==> src/rtl/pc_predict.sv <==
// -----------------------------------------------------------------------------
// pc_predict -- fetch PC generator with an optional direct-mapped BTB predictor.
//
// Optional feature macro: PC_PREDICT_EN
//   defined   : BTB (valid, tag, 30-bit target, 2-bit counter per entry) is
//               built; pred_taken and next-pc follow the BTB lookup.
//   undefined : no BTB storage; pred_taken is 0, next pc is pc+4, and the
//               upd_* inputs are ignored.
//
// Parameters
//   RESET_PC    : PC value loaded while in reset and held until ce rises.
//   BTB_ENTRIES : BTB depth; must be a power of two and at least 2.
//
// Ports
//   clk         : in  clock, all state updates on the rising edge
//   rst         : in  asynchronous active-high reset
//   stall       : in  hold the current pc
//   redirect    : in  execute-stage mispredict, load redirect_pc
//   redirect_pc : in  [31:0] corrected fetch address
//   upd_valid   : in  a branch resolved this cycle (upd_pc/target/taken valid)
//   upd_pc      : in  [31:0] address of the resolved branch
//   upd_target  : in  [31:0] resolved branch target
//   upd_taken   : in  resolved branch direction
//   pc          : out [31:0] fetch address (instruction ROM addr)
//   ce          : out fetch enable (instruction ROM ce)
//   pred_taken  : out prediction for the current pc (ROM input_isTaken)
//
// Handshake: upd_valid is a single-cycle qualifier with no back-pressure;
// every cycle it is high the BTB absorbs one update. redirect likewise acts
// in every cycle it is high. Both are independent and may coincide.
// -----------------------------------------------------------------------------
module pc_predict #(
   parameter logic [31:0] RESET_PC    = 32'h0000_0000,
   parameter int          BTB_ENTRIES = 16
) (
   input  logic        clk,
   input  logic        rst,
   input  logic        stall,
   input  logic        redirect,
   input  logic [31:0] redirect_pc,
   input  logic        upd_valid,
   input  logic [31:0] upd_pc,
   input  logic [31:0] upd_target,
   input  logic        upd_taken,
   output logic [31:0] pc,
   output logic        ce,
   output logic        pred_taken
);

   logic [31:0] pc_q, pc_d;
   logic        ce_q;
   logic [31:0] pred_target;

`ifdef PC_PREDICT_EN
   localparam int IDX_W = $clog2(BTB_ENTRIES);
   localparam int TAG_W = 30 - IDX_W;

   logic             btb_val_q [BTB_ENTRIES];
   logic [TAG_W-1:0] btb_tag_q [BTB_ENTRIES];
   logic [29:0]      btb_tgt_q [BTB_ENTRIES];
   logic [1:0]       btb_ctr_q [BTB_ENTRIES];

   logic [IDX_W-1:0] lk_idx;
   logic [TAG_W-1:0] lk_tag;
   logic             lk_hit;
   logic [IDX_W-1:0] up_idx;
   logic [TAG_W-1:0] up_tag;
   logic             up_hit;
   logic             unused_upd_low;

   // Lookup reads the registered array, so a same-cycle update to the same
   // index is only visible from the next cycle on.
   assign lk_idx      = pc_q[IDX_W+1:2];
   assign lk_tag      = pc_q[31:IDX_W+2];
   assign lk_hit      = btb_val_q[lk_idx] && (btb_tag_q[lk_idx] == lk_tag);
   assign pred_taken  = ce_q & lk_hit & btb_ctr_q[lk_idx][1];
   assign pred_target = {btb_tgt_q[lk_idx], 2'b00};

   assign up_idx = upd_pc[IDX_W+1:2];
   assign up_tag = upd_pc[31:IDX_W+2];
   assign up_hit = btb_val_q[up_idx] && (btb_tag_q[up_idx] == up_tag);

   // Targets are stored word-aligned; the byte-offset bits are dropped.
   assign unused_upd_low = ^upd_target[1:0];

   always_ff @(posedge clk or posedge rst) begin
      if (rst) begin
         for (int i = 0; i < BTB_ENTRIES; i++) begin
            btb_val_q[i] <= 1'b0;
            btb_tag_q[i] <= '0;
            btb_tgt_q[i] <= '0;
            btb_ctr_q[i] <= 2'b01;
         end
      end else if (upd_valid) begin
         if (up_hit) begin
            if (upd_taken) begin
               if (btb_ctr_q[up_idx] != 2'b11) btb_ctr_q[up_idx] <= btb_ctr_q[up_idx] + 2'b01;
               btb_tgt_q[up_idx] <= upd_target[31:2];
            end else if (btb_ctr_q[up_idx] != 2'b00) begin
               btb_ctr_q[up_idx] <= btb_ctr_q[up_idx] - 2'b01;
            end
         end else if (upd_taken) begin
            // Allocate weakly-taken, evicting whatever aliased here before.
            btb_val_q[up_idx] <= 1'b1;
            btb_tag_q[up_idx] <= up_tag;
            btb_tgt_q[up_idx] <= upd_target[31:2];
            btb_ctr_q[up_idx] <= 2'b10;
         end
      end
   end
`else
   logic unused_upd;

   assign pred_taken  = 1'b0;
   assign pred_target = 32'h0000_0000;
   assign unused_upd  = ^{upd_valid, upd_pc, upd_target, upd_taken};
`endif

   // Next-pc: until fetch is enabled the pc stays at RESET_PC; afterwards
   // redirect beats stall, and stall beats the prediction.
   always_comb begin
      pc_d = pc_q + 32'd4;
      if (!ce_q) begin
         pc_d = RESET_PC;
      end else if (redirect) begin
         pc_d = redirect_pc;
      end else if (stall) begin
         pc_d = pc_q;
      end else if (pred_taken) begin
         pc_d = pred_target;
      end
   end

   always_ff @(posedge clk or posedge rst) begin
      if (rst) begin
         pc_q <= RESET_PC;
         ce_q <= 1'b0;
      end else begin
         pc_q <= pc_d;
         ce_q <= 1'b1;
      end
   end

   assign pc = pc_q;
   assign ce = ce_q;

endmodule

==> config.mk <==
export PLATFORM = sky130hd
export DESIGN_NAME = pc_predict
export DESIGN_NICKNAME = d
export VERILOG_FILES = /design/src/rtl/pc_predict.sv
export SDC_FILE = /design/constraint.sdc
export NUM_CORES = 1
export LEC_CHECK = 0
export ABC_AREA = 1
export BUFFER_PORTS_ARGS = -buffer_cell sky130_fd_sc_hd__buf_4
export CORE_ASPECT_RATIO = 1.1
export CORE_MARGIN = 2
export CORE_UTILIZATION = 45
export CTS_BUF_LIST = sky130_fd_sc_hd__clkbuf_4 sky130_fd_sc_hd__clkbuf_8
export CTS_CLUSTER_DIAMETER = 40
export DETAILED_ROUTE_END_ITERATION = 10
export HOLD_SLACK_MARGIN = 0.06
export PLACE_DENSITY = 0.81
export SETUP_SLACK_MARGIN = 0.02
export SYNTH_ARGS = -nofsm -noshare
export SYNTH_HDL_FRONTEND = slang
export SYNTH_SLANG_ARGS = --single-unit
==> constraint.sdc <==
create_clock -name clk -period 1.75 [get_ports clk]
set_input_delay 0.35 -clock clk [delete_from_list [all_inputs] [get_ports clk]]
set_output_delay 0.35 -clock clk [all_outputs]
set_load 0.01 [all_outputs]
==> results.json <==
{
  "status": "finished, final reports clean",
  "drtAntennaViolNets": 0,
  "multi_input_area_um2": 1440,
  "path_clk_slew_ns": 0.07,
  "period_share_pct": 92.6,
  "clock_skew_ns": 0.00892,
  "port_buffers": 68,
  "cp_data_required_time_ns": 1.93,
  "grt_max_degree": 34,
  "clk_latency_ns": 0.29,
  "cp-end-kind": "register",
  "grt_pass1_vias": 2390,
  "die_h_um": 81.5,
  "grt_pass1_wl_um": 10800,
  "placementRows": 28,
  "yosysWarnings": 0,
  "avgSynthCellArea_um2": 6.24,
  "drt-initial-drc-count": 193,
  "whs_ns": 0.163,
  "p_leak_nw": 1.55,
  "final_cell_mix": "nand2_1 (121), nor2_1 (85), buf_4 (75)",
  "max-cap-violations": 0,
  "finalSetupViolCount": 0,
  "layout_commonest_cell": "nand2_1",
  "via_per_inst": 4.89,
  "setup_tns_ns": 0,
  "firstDrtPassIters": 4,
  "via_count": 2643,
  "die_w_um": 74.5,
  "dieArea_um2": 6070,
  "area_growth_pct": 29.1,
  "fillers": 539,
  "start_util_pct": 46.1,
  "peakVddDrop_v": 0.000470,
  "ys_types": 29,
  "htreeDepth": 2,
  "hold_class": "input port to async pin",
  "slew_viol_final": 0,
  "gp_congestion": 0.865,
  "synth-simple-area-share_pct": 48.6,
  "n_antenna_cell": 0,
  "synth_compound_area_share_pct": 6.26,
  "hold_buffers": 0,
  "antenna_found_initial": 0,
  "synthCells": 394,
  "groute.usage.overall_pct": 22.7,
  "drc_errors": 0,
  "synth_adder_area_share_pct": 0.509,
  "wire_per_inst_um": 11.8,
  "dp_hpwl_um": 4830,
  "clkSinkCount": 33,
  "cellPowerDensity_nw_per_um2": 625,
  "totalWireLength_um": 6410,
  "cts_buffers": 5,
  "synth_nets": 497,
  "syn_area_um2": 2460,
  "max_freq_mhz": 617,
  "register_area_um2": 827,
  "critPathMaxFanout": 6,
  "worstSetupPathType": "register to register",
  "fin_crit_ns": 1.62,
  "muxShareOfSynthArea_pct": 0.407,
  "synth_seq_cells": 33,
  "synth_top_family_by_area": "simple AND/OR/NAND/NOR gates",
  "crit_arrival_ns": 1.80,
  "rsz0062_at_grt": "true",
  "cts_max_path_buffers": 2,
  "top_level_ports": 136,
  "hold_viol_final": 0,
  "final_nets": 568,
  "core-area_um2": 5330,
  "cts_root_buffer": "clkbuf_8",
  "cts_tree": "yes",
  "synth_xor_area_share_pct": 2.49,
  "ys_seq_area_share_pct": 33.6,
  "drive_above_1_share_pct": 23.6,
  "cp-start-kind": "register",
  "overflow": 0
}
critical path, cell delays in order, from the launching register on:
cell	delay [ns]
dfrtp_1	0.41
ha_2	0.21
nand2_2	0.10
nor2_8	0.18
nand2_2	0.10
nor2_2	0.19
nand2_1	0.07
nand2_1	0.06
nand3_1	0.06
nand2_1	0.07
nand2_1	0.05
per-stage QoR:
step / instance area (um2) / cells / utilization [%] / total power, mW / worst slack (ns)
after floorplan: 2460 / 394 / - / 1.16 / 0.311
after global placement: 3060 / 531 / 57.5 / 1.37 / 0.204
after detailed placement: 3060 / 531 / 57.5 / 1.39 / 0.168
after CTS: 3150 / 539 / 59.2 / 2.00 / 0.145
after global routing: 3170 / 541 / 59.6 / 2.10 / -0.0118
final: 3170 / 541 / 59.6 / 1.98 / 0.130
state kept, by name (all words and copies together) (netlist names):
signal	flops
ce	1
pc	32
power breakdown:
part | internal (mW) | total, mW | leakage [nW] | switching (mW)
clock network | 0.329 | 0.605 | 0.0498 | 0.276
registers | 0.825 | 0.915 | 0.427 | 0.0907
logic | 0.223 | 0.464 | 1.07 | 0.240
what timing repair did:
action	in CTS	in global routing
setup endpoints to repair	0	3
setup buffers	0	2
gates resized for setup	0	3
worst paths after layout:
kind,cells past startpoint,slack (ns),start,end
min in group clk,3,0.31,redirect_pc[1],pc[1]
max in group asynchronous,3,1.25,rst,pc[11]
worst max register to register,10,0.13,pc[3],pc[24]
worst min register to register,2,0.52,pc[1],pc[1]
worst min-delay path,3,0.16,rst,pc[1]
worst max-delay path,10,0.13,pc[3],pc[24]
logic make-up after synthesis:
logic type | after synthesis
mux | 1
other cells | 2
flops | 33
simple gates | 272
buf+inv | 48
compound gates | 30
xor+xnor | 7
fa+ha+maj | 1
cell type report:
| class | instances | share of cell area [%] |
|---|---|---|
| Multi-Input combinational cell | 313 | 45.5 |
| Sequential cell | 33 | 26.1 |
| Timing Repair Buffer | 76 | 18.4 |
| Inverter | 36 | 4.26 |
| Tap cell | 75 | 2.96 |
| Clock buffer | 8 | 2.88 |
synthesized netlist by cell type, drive strengths merged:
cell	count	area [um2]
conb	2	7.51
inv	35	131
o22ai	1	6.26
nor2	96	432
nand2	130	521
or2	1	6.26
o31ai	1	7.51
xnor2	1	8.76
dfrtp	33	826
buf	7	37.5
ha	1	12.5
nand3	40	205
clkbuf	5	18.8
mux2i	1	10.0
a21oi	2	10.0
clkinv	1	3.75
and2	3	18.8
nand4	2	12.5
o21ai	26	130
xor2	6	52.6
metal layers:
metal | vias to the layer above | wire length [um] | GRT usage [%]
met5 | - | 0 | 0
met4 | 0 | 99 | 6.96
met3 | 11 | 401 | 4.66
met2 | 82 | 3140 | 38.3
met1 | 1185 | 2770 | 29.2
li1 | 1365 | - | -
Power figures use the tool's default switching activity.
